--- src/rtl/char_t_if.sv ---
// Character handshake bundle between upstream logic and the UART transmitter.
// Master drives the character and valid; slave returns ready.
interface char_t_if;
    logic [7:0] i_char;
    logic       i_valid;
    logic       o_ready;

    modport master (
        output i_char,
        output i_valid,
        input  o_ready
    );

    modport slave (
        input  i_char,
        input  i_valid,
        output o_ready
    );
endinterface

--- src/rtl/char_t.sv ---
// 8N1 UART transmitter with a one-entry holding register.
// Back-to-back frames leave no idle cycle when the next character is queued.
module char_t #(
    parameter int CLK_PER_BIT_FAST = 10,
    parameter int CLK_PER_BIT_SLOW = 120,
    parameter int CNT_W            = 8
) (
    input  logic       i_clk,
    input  logic       i_rst,
    input  logic       i_baud,
    char_t_if.slave    bus,
    output logic       o_tx,
    output logic       o_busy,
    output logic       o_done
);

    typedef enum logic [1:0] {
        IDLE,
        START,
        DATA,
        STOP
    } state_t;

    localparam logic [CNT_W-1:0] LAST_FAST = CNT_W'(CLK_PER_BIT_FAST - 1);
    localparam logic [CNT_W-1:0] LAST_SLOW = CNT_W'(CLK_PER_BIT_SLOW - 1);

    state_t           state;
    logic [7:0]       hold;
    logic             hold_valid;
    logic [7:0]       shift;
    logic [2:0]       bit_cnt;
    logic [CNT_W-1:0] clk_cnt;
    logic [CNT_W-1:0] per_last;

    logic accept;
    logic last;
    logic load;

    assign bus.o_ready = !hold_valid;
    assign accept      = bus.i_valid && !hold_valid;
    assign last        = clk_cnt == per_last;
    assign o_busy      = state != IDLE;

    // Hold is drained either from IDLE or at the final STOP clock.
    assign load = hold_valid &&
                  ((state == IDLE) || (state == STOP && last));

    always_ff @(posedge i_clk or negedge i_rst) begin
        if (!i_rst) begin
            state      <= IDLE;
            hold       <= 8'h00;
            hold_valid <= 1'b0;
            shift      <= 8'h00;
            bit_cnt    <= 3'd0;
            clk_cnt    <= '0;
            per_last   <= '0;
            o_tx       <= 1'b1;
            o_done     <= 1'b0;
        end else begin
            o_done     <= 1'b0;
            hold_valid <= accept || (hold_valid && !load);
            if (accept) begin
                hold <= bus.i_char;
            end

            if (load) begin
                state    <= START;
                shift    <= hold;
                bit_cnt  <= 3'd0;
                clk_cnt  <= '0;
                o_tx     <= 1'b0;
                per_last <= i_baud ? LAST_SLOW : LAST_FAST;
            end

            case (state)
                IDLE: begin
                    if (!hold_valid) begin
                        o_tx <= 1'b1;
                    end
                end
                START: begin
                    if (last) begin
                        clk_cnt <= '0;
                        state   <= DATA;
                        o_tx    <= shift[0];
                    end else begin
                        clk_cnt <= clk_cnt + 1'b1;
                    end
                end
                DATA: begin
                    if (last) begin
                        clk_cnt <= '0;
                        shift   <= {1'b0, shift[7:1]};
                        if (bit_cnt == 3'd7) begin
                            state <= STOP;
                            o_tx  <= 1'b1;
                        end else begin
                            bit_cnt <= bit_cnt + 1'b1;
                            o_tx    <= shift[1];
                        end
                    end else begin
                        clk_cnt <= clk_cnt + 1'b1;
                    end
                end
                STOP: begin
                    if (last) begin
                        o_done <= 1'b1;
                        if (!hold_valid) begin
                            clk_cnt <= '0;
                            state   <= IDLE;
                        end
                    end else begin
                        clk_cnt <= clk_cnt + 1'b1;
                    end
                end
                default: state <= IDLE;
            endcase
        end
    end

endmodule

--- src/flat_wrapper.sv ---
// flat-port wrapper written by rule: the top's interface ports become plain ports
module char_t_flat 
#(
    parameter int CLK_PER_BIT_FAST = 10,
    parameter int CLK_PER_BIT_SLOW = 120,
    parameter int CNT_W            = 8
)
  (i_clk, i_rst, i_baud, o_tx, o_busy, o_done, bus_i_char, bus_i_valid, bus_o_ready);
  char_t_if bus_i ();
  input  logic i_clk;
  input  logic i_rst;
  input  logic i_baud;
  output logic o_tx;
  output logic o_busy;
  output logic o_done;
  input wire logic [$bits(bus_i.i_char)-1:0] bus_i_char;
  input wire logic [$bits(bus_i.i_valid)-1:0] bus_i_valid;
  output wire logic [$bits(bus_i.o_ready)-1:0] bus_o_ready;
  assign bus_i.i_char = bus_i_char;
  assign bus_i.i_valid = bus_i_valid;
  assign bus_o_ready = bus_i.o_ready;
  char_t #(.CLK_PER_BIT_FAST(CLK_PER_BIT_FAST), .CLK_PER_BIT_SLOW(CLK_PER_BIT_SLOW), .CNT_W(CNT_W)) u_core (.i_clk(i_clk), .i_rst(i_rst), .i_baud(i_baud), .bus(bus_i), .o_tx(o_tx), .o_busy(o_busy), .o_done(o_done));
endmodule
--- config.mk ---
export PLATFORM = sky130hd
export DESIGN_NAME = char_t_flat
export DESIGN_NICKNAME = d
export VERILOG_FILES = /design/src/rtl/char_t_if.sv /design/src/rtl/char_t.sv /design/src/flat_wrapper.sv
export SDC_FILE = /design/constraint.sdc
export NUM_CORES = 1
export LEC_CHECK = 0
export BUFFER_PORTS_ARGS = -buffer_cell sky130_fd_sc_hd__buf_2
export CELL_PAD_IN_SITES_DETAIL_PLACEMENT = 1
export CELL_PAD_IN_SITES_GLOBAL_PLACEMENT = 1
export CORE_MARGIN = 1
export CORE_UTILIZATION = 40
export DETAILED_ROUTE_END_ITERATION = 8
export PLACE_DENSITY = 0.76
export SETUP_SLACK_MARGIN = 0.3
export SLEW_MARGIN = 20
export SYNTH_ARGS = -nofsm -noshare
export SYNTH_HDL_FRONTEND = slang
export SYNTH_SLANG_ARGS = --single-unit
--- constraint.sdc ---
create_clock -name i_clk -period 2.8 [get_ports i_clk]
set_input_delay 0.42 -clock i_clk [delete_from_list [all_inputs] [get_ports i_clk]]
set_output_delay 0.42 -clock i_clk [all_outputs]
set_load 0.05 [all_outputs]
==> PnR_summary.wiki <==
{| class="wikitable"
! Metric !! Value
|-
| Area inside the core boundary || 0.004354 sq mm
|-
| Total grt overflow || 0
|-
| Count of pins on the block boundary || 16
|-
| Buffering stage count on the worst path with inverters included || 0
|-
| Count of instances resized after the clock tree is built || 0
|-
| Count of unique library cells instantiated by Yosys || 45
|-
| Number of clock sinks seen by CTS || 35
|-
| Synthesized cell area || 0.001819 sq mm
|-
| Multiplexer fraction of the synthesized cell area || 11.14%
|-
| H-Tree Level Count || 2
|-
| Clock latency on the worst-skew pair || 0.29 ns
|-
| Most common library cells after synthesis || sky130_fd_sc_hd__dfrtp_1, sky130_fd_sc_hd__a21oi_1, sky130_fd_sc_hd__nor2_1, sky130_fd_sc_hd__mux2_2, sky130_fd_sc_hd__mux2i_1
|-
| Arrival time at the worst endpoint || ~2.5 ns
|-
| Routed wire length per instance || 16.33 um
|-
| Slew of the pin with the lowest slew margin || 0.8511 ns
|-
| GRT Overall Usage || 17.54%
|-
| Number of global-route vias before repair || ~1,400
|-
| Largest net degree at the start of global routing || 36
|-
| First drt pass iteration count || 4
|-
| Starting Density || 41.78%
|-
| MaxCap Viol Count || 0
|-
| Total number of placement rows || 24
|-
| XOR/XNOR share of the synthesized area || 0.9629%
|-
| Nets in the synthesized netlist || 185
|-
| Origin of the worst setup path || u_core.clk_cnt[1]$_DFF_PN0_
|-
| Worst setup skew after layout || 0.005535 ns
|-
| Clock tree root driver cell || sky130_fd_sc_hd__clkbuf_8
|-
| Data required time of the critical path || 3.01 ns
|-
| Kind of critical path || register to register
|-
| Pins over their slew limit || 0
|-
| Critical Path Source Type || register
|-
| Number of DRC markers after the initial detailed-route iteration || 70
|-
| Crit. End Element || register
|-
| Number of buffers added to fix hold violations after cts || 0
|-
| Standard cell with the maximum stage delay on the critical path || sky130_fd_sc_hd__a211oi_2
|-
| Number of inserted diodes || 0
|-
| Inserted Clock Buffers || 5
|-
| Peak supply drop || 490.7 uV
|-
| Number of remaining DRC errors || 0
|-
| Prevailing post-synth register cell || sky130_fd_sc_hd__dfrtp_1
|-
| Fraction of post-synthesis cell area in the top cell type by area || between 40% and 50%
|-
| Final Non-Filler Cells || roughly 230
|-
| Routability-driven placement congestion ratio || 0.7947
|-
| Power density over the cells || 1121 mW/mm^2
|-
| Cell-by-cell listing of the critical path || and3b_1 > o211a_1 > a211oi_2 > or2b_1 > a31oi_1
|-
| Most area-consuming cells after synthesis || sky130_fd_sc_hd__dfrtp_1, sky130_fd_sc_hd__mux2_2, sky130_fd_sc_hd__ha_1, sky130_fd_sc_hd__mux2i_1, sky130_fd_sc_hd__a21oi_1
|-
| Endpoints failing hold || 0
|-
| Count of flip-flops with a built-in enable after synthesis || 0
|-
| Result of the run || completed
|-
| Fin crit share || 81.20%
|-
| Fmax achieved || 0.4398 GHz
|-
| Sequential-to-total area share from yosys stat || 48.21%
|-
| CTS Buffer Depth || 2
|-
| Combinational family with the most area after synthesis || compound AO/OA/AOI/OAI gates
|-
| Final critical path time including I/O delays and setup || 2.274 ns
|-
| Classification of the worst-slack hold path || input pin to async pin
|-
| RR Startpoint || u_core.clk_cnt[1]$_DFF_PN0_
|-
| Post-synthesis area per instance || ~11 sq um
|-
| Delay of the slowest critical-path stage || between 0.7 and 0.8 ns
|-
| Setup total negative slack || 0 ns
|-
| Ys Warns || 0
|-
| Final HPWL DP || 2692 um
|-
| CP top delay family || compound AO/OA/AOI/OAI gates
|-
| First-pass GRT wire length || 6610 um
|-
| Clock tree from TritonCTS || done
|-
| Synth Area in Compound Gates || 15.61%
|-
| Fraction of final layout cells with drive strength greater than 1 || 21.67%
|-
| Adder-cell area share of the yosys netlist || 5.502%
|-
| Synthesized instance count || around 170
|-
| Internal reg-to-reg setup slack || 0.53 ns
|-
| Relative slew slack || 43.14%
|-
| Register bit count reported by yosys || 35
|-
| Dominant cell type by area after synthesis || sky130_fd_sc_hd__dfrtp_1
|-
| Register clock-pin slew on the reported worst setup and hold paths || 0.07 ns
|-
| Number of nets in the layout || a little under 200
|-
| Max FO, Critical Path || 14
|-
| Leading cell type by number of instances after synthesis || sky130_fd_sc_hd__dfrtp_1
|-
| Setup Viol. Count Final || 0
|-
| Antenna violations before repair || 0
|-
| Detailed-route via count || 1,323
|-
| Post-CTS Repair Setup Buffers || 0
|-
| Worst r2r path cells || 5
|-
| Capturing point of the worst reg2reg path || u_core.clk_cnt[2]$_DFF_PN0_
|-
| Unrepaired setup endpoints after global routing || false
|-
| Die Y-Extent || slightly below 70 um
|-
| Count of port buffers added during placement || 15
|-
| Synthesis-to-layout area growth || 9.973%
|-
| Drt total wl || between 3000 and 4000 um
|-
| Number of antenna-violating nets in the routed design || 0
|-
| Die boundary width || approximately 69 um
|-
| Synth Area in Simple Gates || 13.69%
|-
| DP Cell Count || 224
|-
| Static Leakage || between 0.0009 and 0.001 uW
|-
| Number of vias per cell after detailed routing || approximately 5.7
|-
| Share of async-settable or async-resettable flops after synthesis || 100.0%
|-
| Total Die Area || 0.004822 sq mm
|}
-- layout make-up --
| type | count | area [sq um] |
|---|---|---|
| fillers | 485 | 2354 |
| flip-flops and latches | 35 | 877.1 |
| well taps | 52 | 65.06 |
| clock buffers | 8 | 100.1 |
| multi-input cells | 115 | 853.3 |
| inverters | 6 | 22.52 |
| repair buffers | 16 | 82.58 |
-- layer usage --
layer	part of all wire, %	GRT usage [%]
met4	1.1	4.989
met2	50	29.56
met5	0	0
met3	3.0	5.233
met1	46	21.77
-- sequential cells by signal, summed over array words and instances, names as in the netlist --
register	flops
u_core.o_done	1
u_core.shift	8
u_core.state	2
u_core.hold_valid	1
u_core.per_last	3
u_core.bit_cnt	3
u_core.o_tx	1
u_core.clk_cnt	8
u_core.hold	8
-- logic make-up (layout without fill, tap and decap cells) --
kind of cell	after synthesis	count (layout)
and+or+nand+nor	46	46
DFF	35	35
muxes	19	19
buffers and inverters	15	30
AOI/OAI and AO/OA	40	40
xor gates and xnor gates	2	2
adders and majority gates	8	8
-- power by group --
part / switching [uW] / total [uW] / internal (uW)
clock network: 186 / 411 / 225
logic: 582 / 1000 / 419
registers: 139 / 831 / 692
-- per-stage QoR --
stage	hold WS [ns]	utilization (%)	setup WS, ns	power, uW	instance area [sq um]
CTS	0.2448	45.95	0.5313	2260	2001
finish	0.2021	45.95	0.5264	2242	2001
detailed placement	0.4829	43.65	0.5597	1846	1901
floorplan	0.1244	-	1.006	1650	1819
global route	0.2653	45.95	0.3422	2399	2001
global placement	0.4787	43.65	0.6599	1777	1901
-- how the worst max path moves through the flow --
stage	slack [ns]	endpoint	cells after the start
2_1_floorplan	1.01	u_core.shift[4]$_DFF_PN0_	8
3_3_place_gp	0.66	u_core.clk_cnt[2]$_DFF_PN0_	5
3_5_place_dp	0.56	u_core.clk_cnt[2]$_DFF_PN0_	5
4_1_cts	0.53	u_core.clk_cnt[2]$_DFF_PN0_	5
5_1_grt	0.34	u_core.clk_cnt[2]$_DFF_PN0_	5
6_report	0.53	u_core.clk_cnt[2]$_DFF_PN0_	5
-- cell usage in the layout, fill, tap and decap left out, drive strengths merged, types with 6 or more instances in the layout --
cell	instances
a31oi	9
inv	6
mux2	10
dfrtp	34
ha	8
a21oi	14
buf	16
nand2	6
clkbuf	8
nor2	14
mux2i	9
No activity file was read; power rests on OpenSTA's default activity.
